$ cat config.mk
export PLATFORM = sky130hd
export DESIGN_NAME = fp_keystream_gen
export DESIGN_NICKNAME = d
export VERILOG_FILES = /design/src/rtl/fp_keystream_gen.sv
export SDC_FILE = /design/constraint.sdc
export NUM_CORES = 1
export LEC_CHECK = 0
export ABC_AREA = 1
export BUFFER_PORTS_ARGS = -buffer_cell sky130_fd_sc_hd__buf_2
export CAP_MARGIN = 0
export CELL_PAD_IN_SITES_DETAIL_PLACEMENT = 0
export CELL_PAD_IN_SITES_GLOBAL_PLACEMENT = 1
export CORE_ASPECT_RATIO = 1.25
export CORE_MARGIN = 5
export CORE_UTILIZATION = 30
export DETAILED_ROUTE_END_ITERATION = 12
export GPL_ROUTABILITY_DRIVEN = 1
export MAX_ROUTING_LAYER = met4
export PLACE_DENSITY = 0.61
export SKIP_LAST_GASP = 1
export SLEW_MARGIN = 25
export SYNTH_ARGS = -nofsm -noshare
export SYNTH_HDL_FRONTEND = slang
export SYNTH_SLANG_ARGS = --single-unit
$ cat constraint.sdc
create_clock -name clk -period 5.76 [get_ports clk]
set_input_delay 0.864 -clock clk [delete_from_list [all_inputs] [get_ports clk]]
set_output_delay 0.864 -clock clk [all_outputs]
set_load 0.01 [all_outputs]
$ cat src/rtl/fp_keystream_gen.sv
// fp_keystream_gen: quantises IEEE-754 values to key bytes floor(|x|*2^KEY_SHIFT) mod 256,
// buffered in a show-ahead FIFO. Ports: in_valid/in_ready/in_data in, key_valid/key_ready/
// key_byte/key_special out, fifo_count. Optional macro KEYSTREAM_SIGN_MIX_EN: invert byte for negatives.
module fp_keystream_gen #(
  parameter int PRECISION = 32,
  parameter int EXPONENT  = 8,
  parameter int FRACTION  = 23,
  parameter int KEY_SHIFT = 16,
  parameter int DEPTH     = 8
) (
  input  logic                       clk,
  input  logic                       reset_n,
  input  logic                       in_valid,
  output logic                       in_ready,
  input  logic [PRECISION-1:0]       in_data,
  output logic                       key_valid,
  input  logic                       key_ready,
  output logic [7:0]                 key_byte,
  output logic                       key_special,
  output logic [$clog2(DEPTH):0]     fifo_count
);

  localparam int AW   = $clog2(DEPTH);
  localparam int SW   = EXPONENT + 2;
  localparam int BIAS = 2**(EXPONENT-1) - 1;

  logic                accept;
  logic [EXPONENT-1:0] e_in;
  logic [SW-1:0]       sh_d;

  logic                s1_v_q, s1_s_q, s1_zero_q, s1_spec_q;
  logic [FRACTION:0]   s1_m_q;
  logic [SW-1:0]       s1_sh_q;

  logic                s2_v_q, s2_spec_q;
  logic [7:0]          s2_b_q;
  logic [7:0]          b_d;
  logic                spec_d;
  logic [SW-1:0]       nsh;
  logic                sh_neg, sh_big, r_far;

  logic [8:0]          mem [DEPTH];
  logic [AW-1:0]       wr_ptr_q, rd_ptr_q;
  logic [AW:0]         count_q, count_d;
  logic [8:0]          last_q;
  logic                push, pop;
  logic [AW+1:0]       occ;

  // Credit check uses registers only, so key_ready never reaches in_ready.
  assign occ      = {1'b0, count_q} + (AW+2)'(s1_v_q) + (AW+2)'(s2_v_q);
  assign in_ready = occ < (AW+2)'(DEPTH);
  assign accept   = in_valid && in_ready;

  assign e_in = in_data[PRECISION-2 -: EXPONENT];
  assign sh_d = SW'(int'(e_in) - BIAS - FRACTION + KEY_SHIFT);

  always_ff @(posedge clk or negedge reset_n) begin
    if (!reset_n) begin
      s1_v_q    <= 1'b0;
      s1_s_q    <= 1'b0;
      s1_zero_q <= 1'b0;
      s1_spec_q <= 1'b0;
      s1_m_q    <= '0;
      s1_sh_q   <= '0;
    end else begin
      s1_v_q <= accept;
      if (accept) begin
        s1_s_q    <= in_data[PRECISION-1];
        s1_zero_q <= (e_in == '0);
        s1_spec_q <= (e_in == '1);
        s1_m_q    <= {1'b1, in_data[FRACTION-1:0]};
        s1_sh_q   <= sh_d;
      end
    end
  end

  assign sh_neg = s1_sh_q[SW-1];
  assign sh_big = !sh_neg && (s1_sh_q[SW-2:3] != '0);
  assign nsh    = '0 - s1_sh_q;
  assign r_far  = nsh >= SW'(FRACTION + 1);

  always_comb begin
    b_d    = '0;
    spec_d = 1'b0;
    if (s1_zero_q) begin
      b_d = '0;
    end else if (s1_spec_q) begin
      spec_d = 1'b1;
    end else if (sh_big) begin
      b_d = '0;
    end else if (!sh_neg) begin
      b_d = s1_m_q[7:0] << s1_sh_q[2:0];
    end else if (r_far) begin
      b_d = '0;
    end else begin
      b_d = 8'(s1_m_q >> nsh);
    end
`ifdef KEYSTREAM_SIGN_MIX_EN
    if (s1_s_q && !s1_zero_q && !s1_spec_q) begin
      b_d = b_d ^ 8'hFF;
    end
`endif
  end

  always_ff @(posedge clk or negedge reset_n) begin
    if (!reset_n) begin
      s2_v_q    <= 1'b0;
      s2_spec_q <= 1'b0;
      s2_b_q    <= '0;
    end else begin
      s2_v_q <= s1_v_q;
      if (s1_v_q) begin
        s2_spec_q <= spec_d;
        s2_b_q    <= b_d;
      end
    end
  end

  assign push = s2_v_q;
  assign pop  = key_valid && key_ready;

  always_ff @(posedge clk) begin
    if (push) begin
      mem[wr_ptr_q] <= {s2_spec_q, s2_b_q};
    end
  end

  always_comb begin
    count_d = count_q;
    unique case ({push, pop})
      2'b10:   count_d = count_q + 1'b1;
      2'b01:   count_d = count_q - 1'b1;
      default: count_d = count_q;
    endcase
  end

  always_ff @(posedge clk or negedge reset_n) begin
    if (!reset_n) begin
      wr_ptr_q <= '0;
      rd_ptr_q <= '0;
      count_q  <= '0;
      last_q   <= '0;
    end else begin
      count_q <= count_d;
      if (push) wr_ptr_q <= wr_ptr_q + 1'b1;
      if (pop) begin
        rd_ptr_q <= rd_ptr_q + 1'b1;
        last_q   <= mem[rd_ptr_q];
      end
    end
  end

  // When empty, show the last popped entry rather than a stale slot.
  assign key_valid                 = (count_q != '0);
  assign {key_special, key_byte}   = key_valid ? mem[rd_ptr_q] : last_q;
  assign fifo_count                = count_q;

endmodule

Word level (Yosys, flattened, before mapping) --
Memories as Yosys holds them, arrays and structs flattened. Index checks and enable logic that the tools add are counted.
Word-level totals: flip-flop bits (word level) 66, memory bits (writable) 72, input bits 36, output and inout bits 15, logic and storage cells 49, memories 1
Memories:
- mem | depth 8, bits a word 9, read ports 1, clocked after Yosys merged registers in 0, wr ports 1, line 42 | logic [8:0] mem [DEPTH];
Cells by class: add/subtract/negate cells 10, $lt $le $gt $ge 2, equality and inequality tests 3, shifts and indexed selects 2, muxes and demuxes 11, reductions and logical operators 8
Operators by type and width (count):
- two-way mux 8 bit | 5
- >> shifter 24 x 10 -> 8 bit | 1
- adder 10 x 6 -> 10 bit, second input constant | 1
- >= comparator 10 x 5 -> 1 bit, second input constant | 1
- subtractor 1 x 10 -> 10 bit, first input constant | 1
- subtractor 9 x 6 -> 10 bit, second input constant | 1
- two-way mux 9 bit | 1
- subtractor 8 x 7 -> 9 bit, second input constant | 1
- == test 8 bit, second input constant | 1
- logical NOT 8 bit | 1
- case mux 4 bit (2 select lines) | 1
- << shifter 8 x 3 -> 8 bit | 1
- adder 3 x 1 -> 3 bit, second input constant | 2
- nonzero test 6 bit | 1
- adder 4 x 1 -> 5 bit | 1
- adder 5 x 1 -> 5 bit | 1
- less-than comparator 5 x 4 -> 1 bit, second input constant | 1
- adder 4 x 1 -> 4 bit, second input constant | 1
- two-way mux 1 bit | 4
- nonzero test 4 bit | 1
- subtractor 4 x 1 -> 4 bit, second input constant | 1
- logical AND 1 bit | 3
- == test 2 x 1 -> 1 bit, second input constant | 1
- == test 2 bit, second input constant | 1
- 2 further kinds | 2

Depth between registers and ports, before layout --
depth after elaboration 7, mapped depth 22

Worst setup path before layout --
No wires, ideal clock.
path kind flip-flop to output port, start point register rd_ptr_q[0], end point output key_byte[5], arrival time 1.761 ns, required time 4.896 ns, slack 3.135 ns, stages on the path, launching flop included 7, path buffers 2, cell sequence dfrtp_1 -> clkbuf_1 -> buf_1 -> nor2_1 -> o32ai_1 -> o21ai_0 -> o21ai_0
Between the ends: cells in the longest elaborated chain, start to end 2
RTL lines:
- from (decl) | line 43 | logic [AW-1:0] wr_ptr_q, rd_ptr_q;
- from (signal assigned) | line 147 | rd_ptr_q <= rd_ptr_q + 1'b1;
- memory (8 x 9 bit)
- two-way mux 9 bit | line 155 | assign {key_special, key_byte} = key_valid ? mem[rd_ptr_q] : last_q;
- to (decl) | line 18 | output logic [7:0] key_byte,
Every way passes these cells.

Final worst setup path --
Ends and elaborated chain as after synthesis.

==> summary.txt <==
Clock tree
  – Clock-pin slew on the worst setup and hold paths: around 0.07 ns
  – CTS Hold Bufs: 0
  – Post-CTS setup buffer count: 0
  – Post-CTS Resized: 0
  – CTS Sinks: 138
  – Clock buffer depth: 2
  – Clk_lat worst skew: 0.42 ns
  – Htree depth: 4
  – Cts bufs inserted: 17
  – Root Driver: clkbuf_16
  – CTS tree: done

Critical path
  – CP Depth: 7
  – CP max-delay cell: o21ai_0
  – Critical path endpoint category: primary output
  – Data arrival time of the critical path: about 2.6 ns
  – Req. time, crit path: 4.90 ns
  – CP Cell Sequence: buf_4 > inv_2 > nor2_1 > o32ai_1 > o21ai_0 > o21ai_0 > buf_2
  – CP startpoint: rd_ptr_q[0]$_DFFE_PN0P_
  – Worst-path maximum fanout: 38
  – Reg2reg end: s2_b_q[5]$_DFFE_PN0P_
  – Crit path max-delay family: buffers and inverters
  – FF-to-FF path depth: 14
  – Startpoint Class: flop
  – Slowest stage delay, CP: ~0.5 ns
  – Setup slack, reg-to-reg: 2.37 ns
  – Crit path buffers/inverters: 3
  – RR Startpoint: s1_sh_q[0]$_DFFE_PN0P_
  – WS Path Type: reg -> out
  – Most frequent CP cell: o21ai_0

GRT
  – Vias in the first global route: 5592
  – Grt ovf: 0
  – Global-route wire length before repair: about 29000 um
  – Largest net degree at the start of global routing: 67
  – Total GRT Usage: between 10 and 15%
  – Initial antenna violation count: 0

Layout
  – Fin cells: about 1200
  – Share of cells above drive strength 1: between 10% and 20%
  – Inserted Diodes: 0
  – Layout Area Growth over Synthesis: 15.4%
  – NumNets Final: 931

Synthesis
  – Most common cell in the netlist: nand2_1
  – Yosys top cell area share: 29.7%
  – Yosys warns: 0
  – Synth cell types: 45
  – Top FF cell, synth: edfxtp_1
  – Gate count of the mapped netlist: roughly 850
  – Sequential-to-total area share from yosys stat: a little over half
  – Post-synth EDFFs: 72
  – Leading area contributor after synthesis: edfxtp_1
  – Asr flop ratio synth: 47.8%
  – Mean Syn Cell Area: 8.59 um^2
  – Dominant cells by area after synthesis: edfxtp_1 30%, dfrtp_1 23%, nand2_1 11%
  – FF+latch count, synth: 138
  – Syn Std Cell Area: between 7000 and 8000 um^2
  – Synthesized Nets: 896
  – Synth cell count leaders: 210 x nand2_1, 104 x nand3_1, 91 x o21ai_0, 84 x nor2_1, 72 x edfxtp_1

Outcome
  – Run status: completed

Die
  – Die X-Extent: about 150 um
  – Die area: between 20000 and 30000 um^2
  – Row count: 63
  – CORE AREA: 23800 um^2
  – I/O Pins: 51
  – Die H: 184 um
  – Initial core utilization: between 30% and 40%

Placed design
  – Placed Instances: around 1200
  – Hpwl dp: 12100 um
  – Post-Place Worst Slack: 2.39 ns
  – Port Buffers: 49
  – Gp weighted congestion: 0.803

Worst hold path
  – WHS Endpoint: s2_spec_q$_DFFE_PN0P_
  – Min-delay worst type: reg -> reg
  – Hold depth: 1
  – Worst hold start: s1_zero_q$_DFFE_PN0P_

STA
  – Max-slew headroom: 32.9%
  – Tightest Pin Transition: 1.00 ns
  – Setup WS post-layout: roughly 2.3 ns
  – Fmax: 0.289 GHz
  – Period utilization: approximately three fifths
  – Crit path time final: around 3.5 ns
  – RSZ-0062 raised after global routing: no
  – Final setup violation count: 0
  – Slew Limit Fails: 0
  – Final hold violations: 0
  – Post-Route Setup TNS: 0 ns
  – Layout Skew: ~0.014 ns

Power
  – Power per cell area: between 500 and 600 nW/um^2
  – Peak supply drop: about 0.24 mV
  – Pleak: 3.56 nW

Route
  – Final wirelength: 17500 um
  – DRC violations left: 0
  – Antenna-violating nets left: 0
  – Drt initial violations: 311
  – Wire per inst: 14.3 um
  – Drt pass-1 iters: 6
  – Avg Vias per Cell: 4.62
  – Via count: 5642

Run
  – Number of max-cap violations: 0
flip-flops by register name, summed over array words and instances (netlist names):
register	cells
fifo_count	4
s1_sh_q	10
s1_zero_q	1
wr_ptr_q	3
s1_spec_q	1
mem	72
s1_v_q	1
last_q	9
rd_ptr_q	3
s2_spec_q	1
push	1
s2_b_q	8
s1_m_q	24
metal layers:
metal | wire, um | vias to the layer above | GRT usage (%)
met2 | 9040 | 70 | 23.3
met5 | 0 | - | -
met3 | 418 | 13 | 2.48
li1 | - | 2968 | -
met4 | 195 | 0 | 3.55
met1 | 7830 | 2591 | 16.8
cell families after synthesis:
group           share of synthesized area, %
compound gates                          11.7
xor+xnor                                1.91
fa+ha+maj                               2.16
buf+inv                                 5.84
flops                                   52.3
mux                                     1.24
simple gates                            24.9
metrics by stage:
step | total power, mW | area [um^2] | hold WS, ns | utilization (%)
2_1_floorplan | 3.24 | 7290 | 0.401 | -
3_3_place_gp | 3.90 | 7810 | 0.440 | 32.8
3_5_place_dp | 3.90 | 7820 | 0.441 | 32.8
4_1_cts | 5.01 | 8410 | 0.454 | 35.3
5_1_grt | 5.40 | 8410 | 0.480 | 35.3
6_report | 4.92 | 8410 | 0.451 | 35.3
worst max-delay path by stage:
stage	endpoint
final	key_byte[5]
after global routing	s2_b_q[4]$_DFFE_PN0P_
after CTS	key_byte[5]
after detailed placement	s2_b_q[5]$_DFFE_PN0P_
after global placement	s2_b_q[4]$_DFFE_PN0P_
after floorplan	key_byte[5]
cells in the final DEF, fill, tap and decap left out, types with 2 or more instances in the layout:
master | netlist | final
xor2_1 | 9 | 9
nor2_2 | 1 | 5
mux2i_1 | 9 | 9
xnor2_1 | 5 | 5
nor2_1 | 84 | 80
nand3_2 | 3 | 3
inv_1 | 57 | 57
nand2_1 | 210 | 210
clkinv_1 | 4 | 4
nand3_1 | 104 | 104
clkbuf_16 | 0 | 17
inv_8 | 0 | 5
buf_4 | 1 | 7
nor2_4 | 2 | 2
o32ai_1 | 9 | 9
clkinv_8 | 0 | 4
a22oi_1 | 3 | 3
nand2_2 | 2 | 2
inv_4 | 0 | 2
dfrtp_1 | 66 | 66
or2_2 | 3 | 3
nand3b_1 | 2 | 2
o21ai_0 | 91 | 91
inv_6 | 0 | 4
o221ai_1 | 10 | 10
ha_1 | 11 | 11
a21oi_1 | 25 | 25
a31oi_1 | 2 | 2
inv_2 | 3 | 3
nand4_1 | 5 | 5
edfxtp_1 | 72 | 72
buf_2 | 7 | 49
o2111ai_1 | 2 | 2
final cells by class:
cell class	count	area [um^2]
fill	2550	15400
timing repair buffer	56	298
clock inverter	15	169
clock buffer	17	425
sequential	138	3810
tap	325	407
inverter	64	240
multi-input combinational	606	3060
power by group:
part	switching (mW)	internal, mW
clock network	0.499	0.586
registers	0.254	1.35
logic	1.50	0.730
No activity file was read; power rests on OpenSTA's default activity.
